## src/rtl/stack_ctrl_pkg.sv

```systemverilog
// Shared definitions for the stack access controller.
//   state_t    : controller FSM encoding (also exported on the debug port)
//   OP_PUSH/OP_POP : operation encoding carried on req_push
//   STK_IDX_W / STK_NUM_W / ADDR_W : pointer-unit index, stack number and RAM address widths
package stack_ctrl_pkg;

  localparam int STK_IDX_W = 9;
  localparam int STK_NUM_W = 4;
  localparam int ADDR_W    = 16;

  localparam logic OP_PUSH = 1'b1;
  localparam logic OP_POP  = 1'b0;

  typedef enum logic [2:0] {
    IDLE  = 3'd0,
    ISSUE = 3'd1,
    WRITE = 3'd2,
    READ  = 3'd3,
    WAIT  = 3'd4,
    RET   = 3'd5,
    DONE  = 3'd6
  } state_t;

endpackage

```

## src/rtl/stack_access_ctrl_if.sv

```systemverilog
// Requester-side bus of the stack access controller.
//   req_valid/req_push/req_id/req_wdata : one lane per requester
//   ack/rsp_data/rsp_err                : completion returned to the granted requester
// Handshake: a requester raises req_valid[i] with stable push/id/wdata and holds it
// until it sees ack[i]; ack[i] is a single-cycle pulse carrying rsp_data/rsp_err.
// Dropping req_valid before ack is not allowed; a request left high through the ack
// cycle is treated as a new request once the controller is idle again.
interface stack_access_ctrl_if
  import stack_ctrl_pkg::*;
#(
  parameter int NREQ = 2,
  parameter int DW   = 16
);
  logic [NREQ-1:0]           req_valid;
  logic [NREQ-1:0]           req_push;
  logic [STK_NUM_W*NREQ-1:0] req_id;
  logic [DW*NREQ-1:0]        req_wdata;
  logic [NREQ-1:0]           ack;
  logic [DW-1:0]             rsp_data;
  logic                      rsp_err;

  modport master (
    output req_valid, req_push, req_id, req_wdata,
    input  ack, rsp_data, rsp_err
  );

  modport slave (
    input  req_valid, req_push, req_id, req_wdata,
    output ack, rsp_data, rsp_err
  );
endinterface

```

## src/rtl/stack_rr_arbiter.sv

```systemverilog
// Round-robin arbiter for the stack access controller.
//   req    : pending requests
//   accept : grant is taken this cycle; pointer moves to grant+1
//   any    : at least one request pending
//   grant  : index of the first requester at or after the pointer
module stack_rr_arbiter #(
  parameter int NREQ = 2,
  parameter int GW   = (NREQ > 2) ? 2 : 1
) (
  input  logic            clk,
  input  logic            rst,
  input  logic [NREQ-1:0] req,
  input  logic            accept,
  output logic            any,
  output logic [GW-1:0]   grant
);

  logic [GW-1:0] ptr;

  always_comb begin
    logic [GW-1:0] k;
    k     = '0;
    any   = 1'b0;
    grant = '0;
    for (int i = 0; i < NREQ; i++) begin
      k = GW'((int'(ptr) + i) % NREQ);
      if (!any && req[k]) begin
        any   = 1'b1;
        grant = k;
      end
    end
  end

  always_ff @(posedge clk or posedge rst) begin
    if (rst) begin
      ptr <= '0;
    end else if (accept) begin
      ptr <= (int'(grant) == NREQ - 1) ? '0 : grant + 1'b1;
    end
  end

endmodule

```

## src/rtl/stack_access_ctrl.sv

```systemverilog
// Stack access controller: arbitrates push/pop requests, drives the stack pointer
// unit strobes and performs the matching stack RAM access, one transaction at a time.
//   clk, rst          : clock, asynchronous active-high reset
//   bus (slave)       : requester bus (req_*, ack, rsp_data, rsp_err)
//   stk_*             : pointer-unit strobe interface (stk_wsel/stk_addr/stk_ovf return)
//   mem_*             : stack data RAM port (mem_rvalid one or more cycles after mem_re)
//   dbg_state         : current FSM state
//   timeout_flag      : sticky RAM read timeout, only with STACK_CTRL_TIMEOUT_EN
// Optional feature macro: STACK_CTRL_TIMEOUT_EN bounds the RAM read wait to TIMEOUT cycles.
module stack_access_ctrl
  import stack_ctrl_pkg::*;
#(
  parameter int NREQ    = 2,
  parameter int DW      = 16,
  parameter int TIMEOUT = 255
) (
  input  logic                 clk,
  input  logic                 rst,
  stack_access_ctrl_if.slave   bus,
  output logic                 stk_s,
  output logic                 stk_push,
  output logic                 stk_pop,
  output logic [STK_NUM_W-1:0] stk_arg,
  output logic                 stk_readIt,
  input  logic                 stk_wsel,
  input  logic [ADDR_W-1:0]    stk_addr,
  input  logic                 stk_ovf,
  output logic [ADDR_W-1:0]    mem_addr,
  output logic                 mem_we,
  output logic                 mem_re,
  output logic [DW-1:0]        mem_wdata,
  input  logic [DW-1:0]        mem_rdata,
  input  logic                 mem_rvalid,
  output state_t               dbg_state
`ifdef STACK_CTRL_TIMEOUT_EN
  ,
  output logic                 timeout_flag
`endif
);

  localparam int GW = (NREQ > 2) ? 2 : 1;

  // Out-of-range parameters leave an empty marker block in the elaborated hierarchy.
  if (NREQ < 2 || NREQ > 4 || TIMEOUT < 1 || TIMEOUT > 255) begin : g_param_out_of_range
  end

  state_t                 state, state_d;
  logic                   any, accept;
  logic [GW-1:0]          grant, grant_q;
  logic                   op_q;
  logic [STK_NUM_W-1:0]   id_q;
  logic [DW-1:0]          wdata_q, data_q, data_d;
  logic [ADDR_W-1:0]      addr_q, addr_d;
  logic                   err_q, err_d;
`ifdef STACK_CTRL_TIMEOUT_EN
  logic [7:0]             cnt;
  logic                   to_q, to_d;
`endif

  assign accept    = (state == IDLE) && any;
  assign dbg_state = state;

  stack_rr_arbiter #(.NREQ(NREQ), .GW(GW)) u_arb (
    .clk    (clk),
    .rst    (rst),
    .req    (bus.req_valid),
    .accept (accept),
    .any    (any),
    .grant  (grant)
  );

  // Strobes decode the current state directly.
  assign stk_s      = (state == ISSUE);
  assign stk_push   = stk_s && (op_q == OP_PUSH);
  assign stk_pop    = stk_s && (op_q == OP_POP);
  assign stk_arg    = stk_s ? id_q : '0;
  assign stk_readIt = (state == RET);
  assign mem_we     = (state == WRITE);
  assign mem_re     = (state == READ);
  assign mem_addr   = (state == WRITE || state == READ || state == WAIT) ? addr_q : '0;
  assign mem_wdata  = mem_we ? wdata_q : '0;

  always_comb begin
    state_d = state;
    addr_d  = addr_q;
    err_d   = err_q;
    data_d  = data_q;
`ifdef STACK_CTRL_TIMEOUT_EN
    to_d    = to_q;
`endif
    case (state)
      IDLE:  if (any) state_d = ISSUE;
      ISSUE: begin
        addr_d = stk_addr;
        if (!stk_wsel) begin
          err_d   = 1'b1;
          state_d = DONE;
        end else if (op_q == OP_PUSH) begin
          // A full stack reports overflow; the push is dropped without a RAM write.
          if (stk_ovf) begin
            err_d   = 1'b1;
            state_d = DONE;
          end else begin
            state_d = WRITE;
          end
        end else begin
          state_d = READ;
        end
      end
      WRITE: state_d = DONE;
      READ:  state_d = WAIT;
      WAIT: begin
        if (mem_rvalid) begin
          data_d  = mem_rdata;
          state_d = RET;
        end
`ifdef STACK_CTRL_TIMEOUT_EN
        // Still retire the pop on timeout so the pointer unit stays consistent.
        else if (cnt == 8'(TIMEOUT - 1)) begin
          to_d    = 1'b1;
          state_d = RET;
        end
`endif
      end
      RET: begin
        // Underflow is only known when the pop retires.
        if (stk_ovf) begin
          err_d  = 1'b1;
          data_d = '0;
        end
`ifdef STACK_CTRL_TIMEOUT_EN
        if (to_q) begin
          err_d  = 1'b1;
          data_d = '0;
        end
`endif
        state_d = DONE;
      end
      DONE: begin
        err_d   = 1'b0;
        data_d  = '0;
`ifdef STACK_CTRL_TIMEOUT_EN
        to_d    = 1'b0;
`endif
        state_d = IDLE;
      end
      default: state_d = IDLE;
    endcase
  end

  always_ff @(posedge clk or posedge rst) begin
    if (rst) begin
      state        <= IDLE;
      grant_q      <= '0;
      op_q         <= OP_POP;
      id_q         <= '0;
      wdata_q      <= '0;
      data_q       <= '0;
      addr_q       <= '0;
      err_q        <= 1'b0;
      bus.ack      <= '0;
      bus.rsp_data <= '0;
      bus.rsp_err  <= 1'b0;
    end else begin
      state  <= state_d;
      data_q <= data_d;
      err_q  <= err_d;
      addr_q <= addr_d;
      if (accept) begin
        grant_q <= grant;
        op_q    <= bus.req_push[grant];
        id_q    <= bus.req_id[grant*STK_NUM_W +: STK_NUM_W];
        wdata_q <= bus.req_wdata[grant*DW +: DW];
      end
      // Response registers are loaded on entry to DONE so they are valid during it.
      bus.ack      <= '0;
      bus.rsp_data <= '0;
      bus.rsp_err  <= 1'b0;
      if (state_d == DONE) begin
        bus.ack[grant_q] <= 1'b1;
        bus.rsp_data     <= data_d;
        bus.rsp_err      <= err_d;
      end
    end
  end

`ifdef STACK_CTRL_TIMEOUT_EN
  always_ff @(posedge clk or posedge rst) begin
    if (rst) begin
      cnt          <= '0;
      to_q         <= 1'b0;
      timeout_flag <= 1'b0;
    end else begin
      cnt  <= (state == WAIT) ? cnt + 8'd1 : 8'd0;
      to_q <= to_d;
      if (to_d) timeout_flag <= 1'b1;
    end
  end
`endif

endmodule

```

## src/flat_wrapper.sv

```systemverilog
// flat-port wrapper written by rule: the top's interface ports become plain ports
module stack_access_ctrl_flat import stack_ctrl_pkg::*;
#(
  parameter int NREQ    = 2,
  parameter int DW      = 16,
  parameter int TIMEOUT = 255
)
  (clk, rst, stk_s, stk_push, stk_pop, stk_arg, stk_readIt, stk_wsel, stk_addr, stk_ovf, mem_addr, mem_we, mem_re, mem_wdata, mem_rdata, mem_rvalid, dbg_state, bus_req_valid, bus_req_push, bus_req_id, bus_req_wdata, bus_ack, bus_rsp_data, bus_rsp_err);
  stack_access_ctrl_if #(.NREQ(NREQ), .DW(DW)) bus_i ();
  input  logic clk;
  input  logic rst;
  output logic stk_s;
  output logic stk_push;
  output logic stk_pop;
  output logic [STK_NUM_W-1:0] stk_arg;
  output logic stk_readIt;
  input  logic stk_wsel;
  input  logic [ADDR_W-1:0] stk_addr;
  input  logic stk_ovf;
  output logic [ADDR_W-1:0] mem_addr;
  output logic mem_we;
  output logic mem_re;
  output logic [DW-1:0] mem_wdata;
  input  logic [DW-1:0] mem_rdata;
  input  logic mem_rvalid;
  output state_t dbg_state;
  input wire logic [$bits(bus_i.req_valid)-1:0] bus_req_valid;
  input wire logic [$bits(bus_i.req_push)-1:0] bus_req_push;
  input wire logic [$bits(bus_i.req_id)-1:0] bus_req_id;
  input wire logic [$bits(bus_i.req_wdata)-1:0] bus_req_wdata;
  output wire logic [$bits(bus_i.ack)-1:0] bus_ack;
  output wire logic [$bits(bus_i.rsp_data)-1:0] bus_rsp_data;
  output wire logic [$bits(bus_i.rsp_err)-1:0] bus_rsp_err;
  assign bus_i.req_valid = bus_req_valid;
  assign bus_i.req_push = bus_req_push;
  assign bus_i.req_id = bus_req_id;
  assign bus_i.req_wdata = bus_req_wdata;
  assign bus_ack = bus_i.ack;
  assign bus_rsp_data = bus_i.rsp_data;
  assign bus_rsp_err = bus_i.rsp_err;
  stack_access_ctrl #(.NREQ(NREQ), .DW(DW), .TIMEOUT(TIMEOUT)) u_core (.clk(clk), .rst(rst), .bus(bus_i), .stk_s(stk_s), .stk_push(stk_push), .stk_pop(stk_pop), .stk_arg(stk_arg), .stk_readIt(stk_readIt), .stk_wsel(stk_wsel), .stk_addr(stk_addr), .stk_ovf(stk_ovf), .mem_addr(mem_addr), .mem_we(mem_we), .mem_re(mem_re), .mem_wdata(mem_wdata), .mem_rdata(mem_rdata), .mem_rvalid(mem_rvalid), .dbg_state(dbg_state));
endmodule
```

## config.mk

```make
export PLATFORM = sky130hd
export DESIGN_NAME = stack_access_ctrl_flat
export DESIGN_NICKNAME = d
export VERILOG_FILES = /design/src/rtl/stack_ctrl_pkg.sv /design/src/rtl/stack_access_ctrl_if.sv /design/src/rtl/stack_rr_arbiter.sv /design/src/rtl/stack_access_ctrl.sv /design/src/flat_wrapper.sv
export SDC_FILE = /design/constraint.sdc
export NUM_CORES = 1
export LEC_CHECK = 0
export CAP_MARGIN = 15
export CORE_ASPECT_RATIO = 2
export CORE_MARGIN = 1
export CORE_UTILIZATION = 42
export DETAILED_ROUTE_END_ITERATION = 10
export PLACE_DENSITY = 0.79
export SLEW_MARGIN = 40
export SYNTH_ARGS = -nofsm -noshare
export SYNTH_HDL_FRONTEND = slang
export SYNTH_SLANG_ARGS = --single-unit
```

## constraint.sdc

```tcl
create_clock -name clk -period 2.9 [get_ports clk]
set_input_delay 0.58 -clock clk [delete_from_list [all_inputs] [get_ports clk]]
set_output_delay 0.58 -clock clk [all_outputs]
set_load 0.02 [all_outputs]
```

==> impl_metrics.csv <==
group,metric,value,unit
place,port_buffers,144,
place,routabilityCongestion,0.8341,
place,hpwl,6.298,mm
power_and_ir_drop,p_per_area,1029,nW/um^2
place,post_dp_cell_area,4932,sq um
flow_run,drv_cap,0,
layout,utilization,66.41,%
worst_setup_path,path_class,"register to output pin",
min_path,holdCritPathClass,"register to register",
detailed_routing,top_layer_used,"met4",
synth,synth_top_family_by_area,"simple AND/OR/NAND/NOR gates",
global_route,grt_usage,21.77,%
synth,ys_types,29,
layout,nFillCells,625,
detailed_routing,ant_nets,0,
clock_tree,cts_resized,0,
global_route,grt_pass1_vias,2752,
layout,diodes,0,
timing,fin_crit,2.736,ns
floorplanning,num_io_pins,145,
detailed_routing,firstDrtPassIters,4,
global_route,grt_pass1_wl,13.43,mm
worst_setup_path,slowest_delay,0.64,ns
detailed_routing,met3_length,347,um
synth,synth.ff_latch_count,78,
clock_tree,clock_tree.buffer_depth,2,
power_and_ir_drop,p_leak,2.301,nW
run_status,outcome,"finished clean",
worst_setup_path,crit_fanout,16,
floorplanning,die_x,65.49,um
timing,maxSlewHeadroom,54.15,%
power_and_ir_drop,p_sw,1.938,mW
synth,synth.most_common_cell,"dfrtp_1",
detailed_routing,drc_errors,0,
clock_tree,cts.reportedPaths.clkPinSlew,0.06,ns
synth,async_reset_ff_share,100.0,%
timing,tightest_slew,0.6870,ns
synth,synthTopCellsByCount,"dfrtp_1, nor2_1, a21oi_1, nor2b_1, mux2i_1",
worst_setup_path,arrival,2.16,ns
timing,fin_crit_sh,94.36,%
worst_setup_path,crit_required,2.32,ns
power_and_ir_drop,power_frac_clock,20.0,%
clock_tree,ctsHoldBuffers,0,
synth,netlist_instances,286,
worst_setup_path,startpoint_type,"register",
floorplanning,die-area,8446,sq um
clock_tree,cts_setup_buffers,0,
detailed_routing,wl,8.333,mm
power_and_ir_drop,sequentialPowerShare,33.6,%
timing,skew,0.005572,ns
layout,final-seq-area,1954,sq um
timing,grt_setup_unrepaired,"no",
synth,ys.flop_type,"dfrtp_1",
worst_setup_path,crit_chain,"nor2b_1 -> buf_4 -> and3_1 -> clkdlybuf4s50_1",
detailed_routing,viasPerCell,4.946,
timing,drv_slew,0,
synth,synth_xor_area_share,0,%
detailed_routing,routedWlPerCell,15.63,um
clock_tree,cts_sinks,78,
synth,muxShareOfSynthArea,12.16,%
synth,synth_compound_area_share,10.79,%
detailed_routing,vias,2636,
timing,max_freq,365.5,MHz
floorplanning,dieHeight,129.0,um
floorplanning,coreArea,7885,sq um
power_and_ir_drop,internal-power,3.452,mW
power_and_ir_drop,p_comb_share,46.4,%
detailed_routing,dr_wl_met2,4.796,mm
worst_setup_path,cp_slowest_cell,"clkdlybuf4s50_1",
floorplanning,start_util,42.94,%
layout,multi_input_area,1325,sq um
layout,synthToLayoutAreaGrowth,54.66,%
synth,syn_nets,367,
synth,synth_edf_count,0,
detailed_routing,met1_length,2.945,mm
timing,setup_viol,0,
layout,drive_gt1_share,12.59,%
clock_tree,numCtsBuffers,9,
synth,synthAdderAreaFrac,0,%
global_route,antenna_found_initial,0,
clock_tree,cts_tree,"built",
floorplanning,rows,46,
power_and_ir_drop,vdd_drop_max,0.0005176,V
worst_setup_path,cp-end-kind,"output pin",
synth,yosysWarnings,0,
synth,synth_top_cells_by_area,"dfrtp_1, mux2i_1, mux2_2",
global_route,grt_start_max_net_pins,44,
synth,avgSynthCellArea,11.84,sq um
clock_tree,cts_root_buffer,"clkbuf_16",
synth,netlist_area,3386,sq um
layout,nets,513,
synth,yosys.area_share.simple,15.74,%
detailed_routing,dr.first_iter.drc_count,111,
timing,tns,0,ns
synth,synth-seq-area-share,57.65,%
timing,hold_viol_final,0,
synth,synth_top_area_share,57.65,%
clock_tree,cts_max_level,3,
layout,fin_area,5236,sq um
clock_tree,clock_latency,0.33,ns
power_and_ir_drop,switching_share,35.95,%
global_route,overflow,0,
synth,synth_area_leader_cell,"dfrtp_1",
[logic make-up (layout without fill, tap and decap cells)]
family          Yosys count  count (layout)
flops                    78              78
mux                      39              39
simple gates             92              92
compound gates           53              53
buf+inv                  24             175
[routing by layer]
metal,vias up,global-route usage (%)
met5,-,0
met1,1250,22.98
met4,0,12.92
met2,94,38.99
met3,14,3.989
li1,1278,-
[state kept, by name (all words and copies together) (netlist names)]
register / cells
u_core.dbg_state: 3
u_core.id_q: 4
u_core.grant_q: 1
u_core.bus.ack: 2
u_core.bus.rsp_data: 16
u_core.err_q: 1
u_core.op_q: 1
u_core.bus.rsp_err: 1
u_core.wdata_q: 16
u_core.data_q: 16
u_core.u_arb.ptr: 1
u_core.addr_q: 16
[area by class of cell]
| class | instances | share of cell area (%) |
|---|---|---|
| clock buffers | 10 | 4.373 |
| clock inverters | 6 | 1.195 |
| inverters | 6 | 0.4540 |
| multi-input cells | 184 | 25.30 |
| flip-flops and latches | 78 | 37.32 |
| well taps | 96 | 2.294 |
| repair buffers | 153 | 29.06 |
[per-stage QoR]
| stage | power, mW | hold slack, ns | worst slack (ns) | std cells |
|---|---|---|---|---|
| 5_1_grt | 5.726 | 0.4417 | 0.05608 | 533 |
| 4_1_cts | 5.428 | 0.4266 | 0.02481 | 533 |
| 3_5_place_dp | 4.321 | 0.4162 | 0.3990 | 517 |
| 6_report | 5.390 | 0.4245 | 0.1637 | 533 |
| 2_1_floorplan | 3.325 | 0.4032 | 0.3250 | 286 |
| 3_3_place_gp | 4.239 | 0.4101 | 0.2314 | 517 |
[power by group through the flow]
stage / registers, mW / clock network, mW / logic, mW
after floorplan: 1.83 / 0 / 1.50
after global placement: 1.79 / 0 / 2.45
after detailed placement: 1.82 / 0 / 2.50
after CTS: 1.81 / 1.10 / 2.52
after global routing: 1.86 / 1.16 / 2.70
final: 1.81 / 1.08 / 2.50
[cells in the final DEF, fill, tap and decap left out, types with 5 or more instances in the layout]
master / Yosys / final
dfrtp_1: 78 / 76
a22o_1: 16 / 16
and3_1: 16 / 16
clkbuf_16: 0 / 9
mux2i_1: 22 / 22
and2_1: 6 / 6
a21oi_1: 23 / 23
nand2_1: 5 / 5
buf_4: 2 / 8
mux2_2: 17 / 17
nor2b_1: 23 / 23
clkdlybuf4s50_1: 0 / 144
nor2_1: 29 / 27
o21a_1: 7 / 7
inv_1: 6 / 5
[critical path: cells and delay by family (launching register included)]
family / cells / cell delay [ns]
buffers and inverters: 2 / 0.89
DFF: 1 / 0.47
and+or+nand+nor: 2 / 0.46
[final timing paths]
kind	slack [ns]	end	start	cells after the start
worst min register to register	0.42	u_core.bus.ack[0]	u_core.grant_q	1
max in group asynchronous	1.51	u_core.dbg_state[2]	rst	3
worst min-delay path	0.42	u_core.bus.ack[0]	u_core.grant_q	1
min in group asynchronous	0.65	u_core.addr_q[1]	rst	2
worst max register to register	0.93	u_core.bus.rsp_data[3]	u_core.dbg_state[0]	4
worst max-delay path	0.16	mem_wdata[1]	u_core.dbg_state[1]	4
Power figures use the tool's default switching activity.
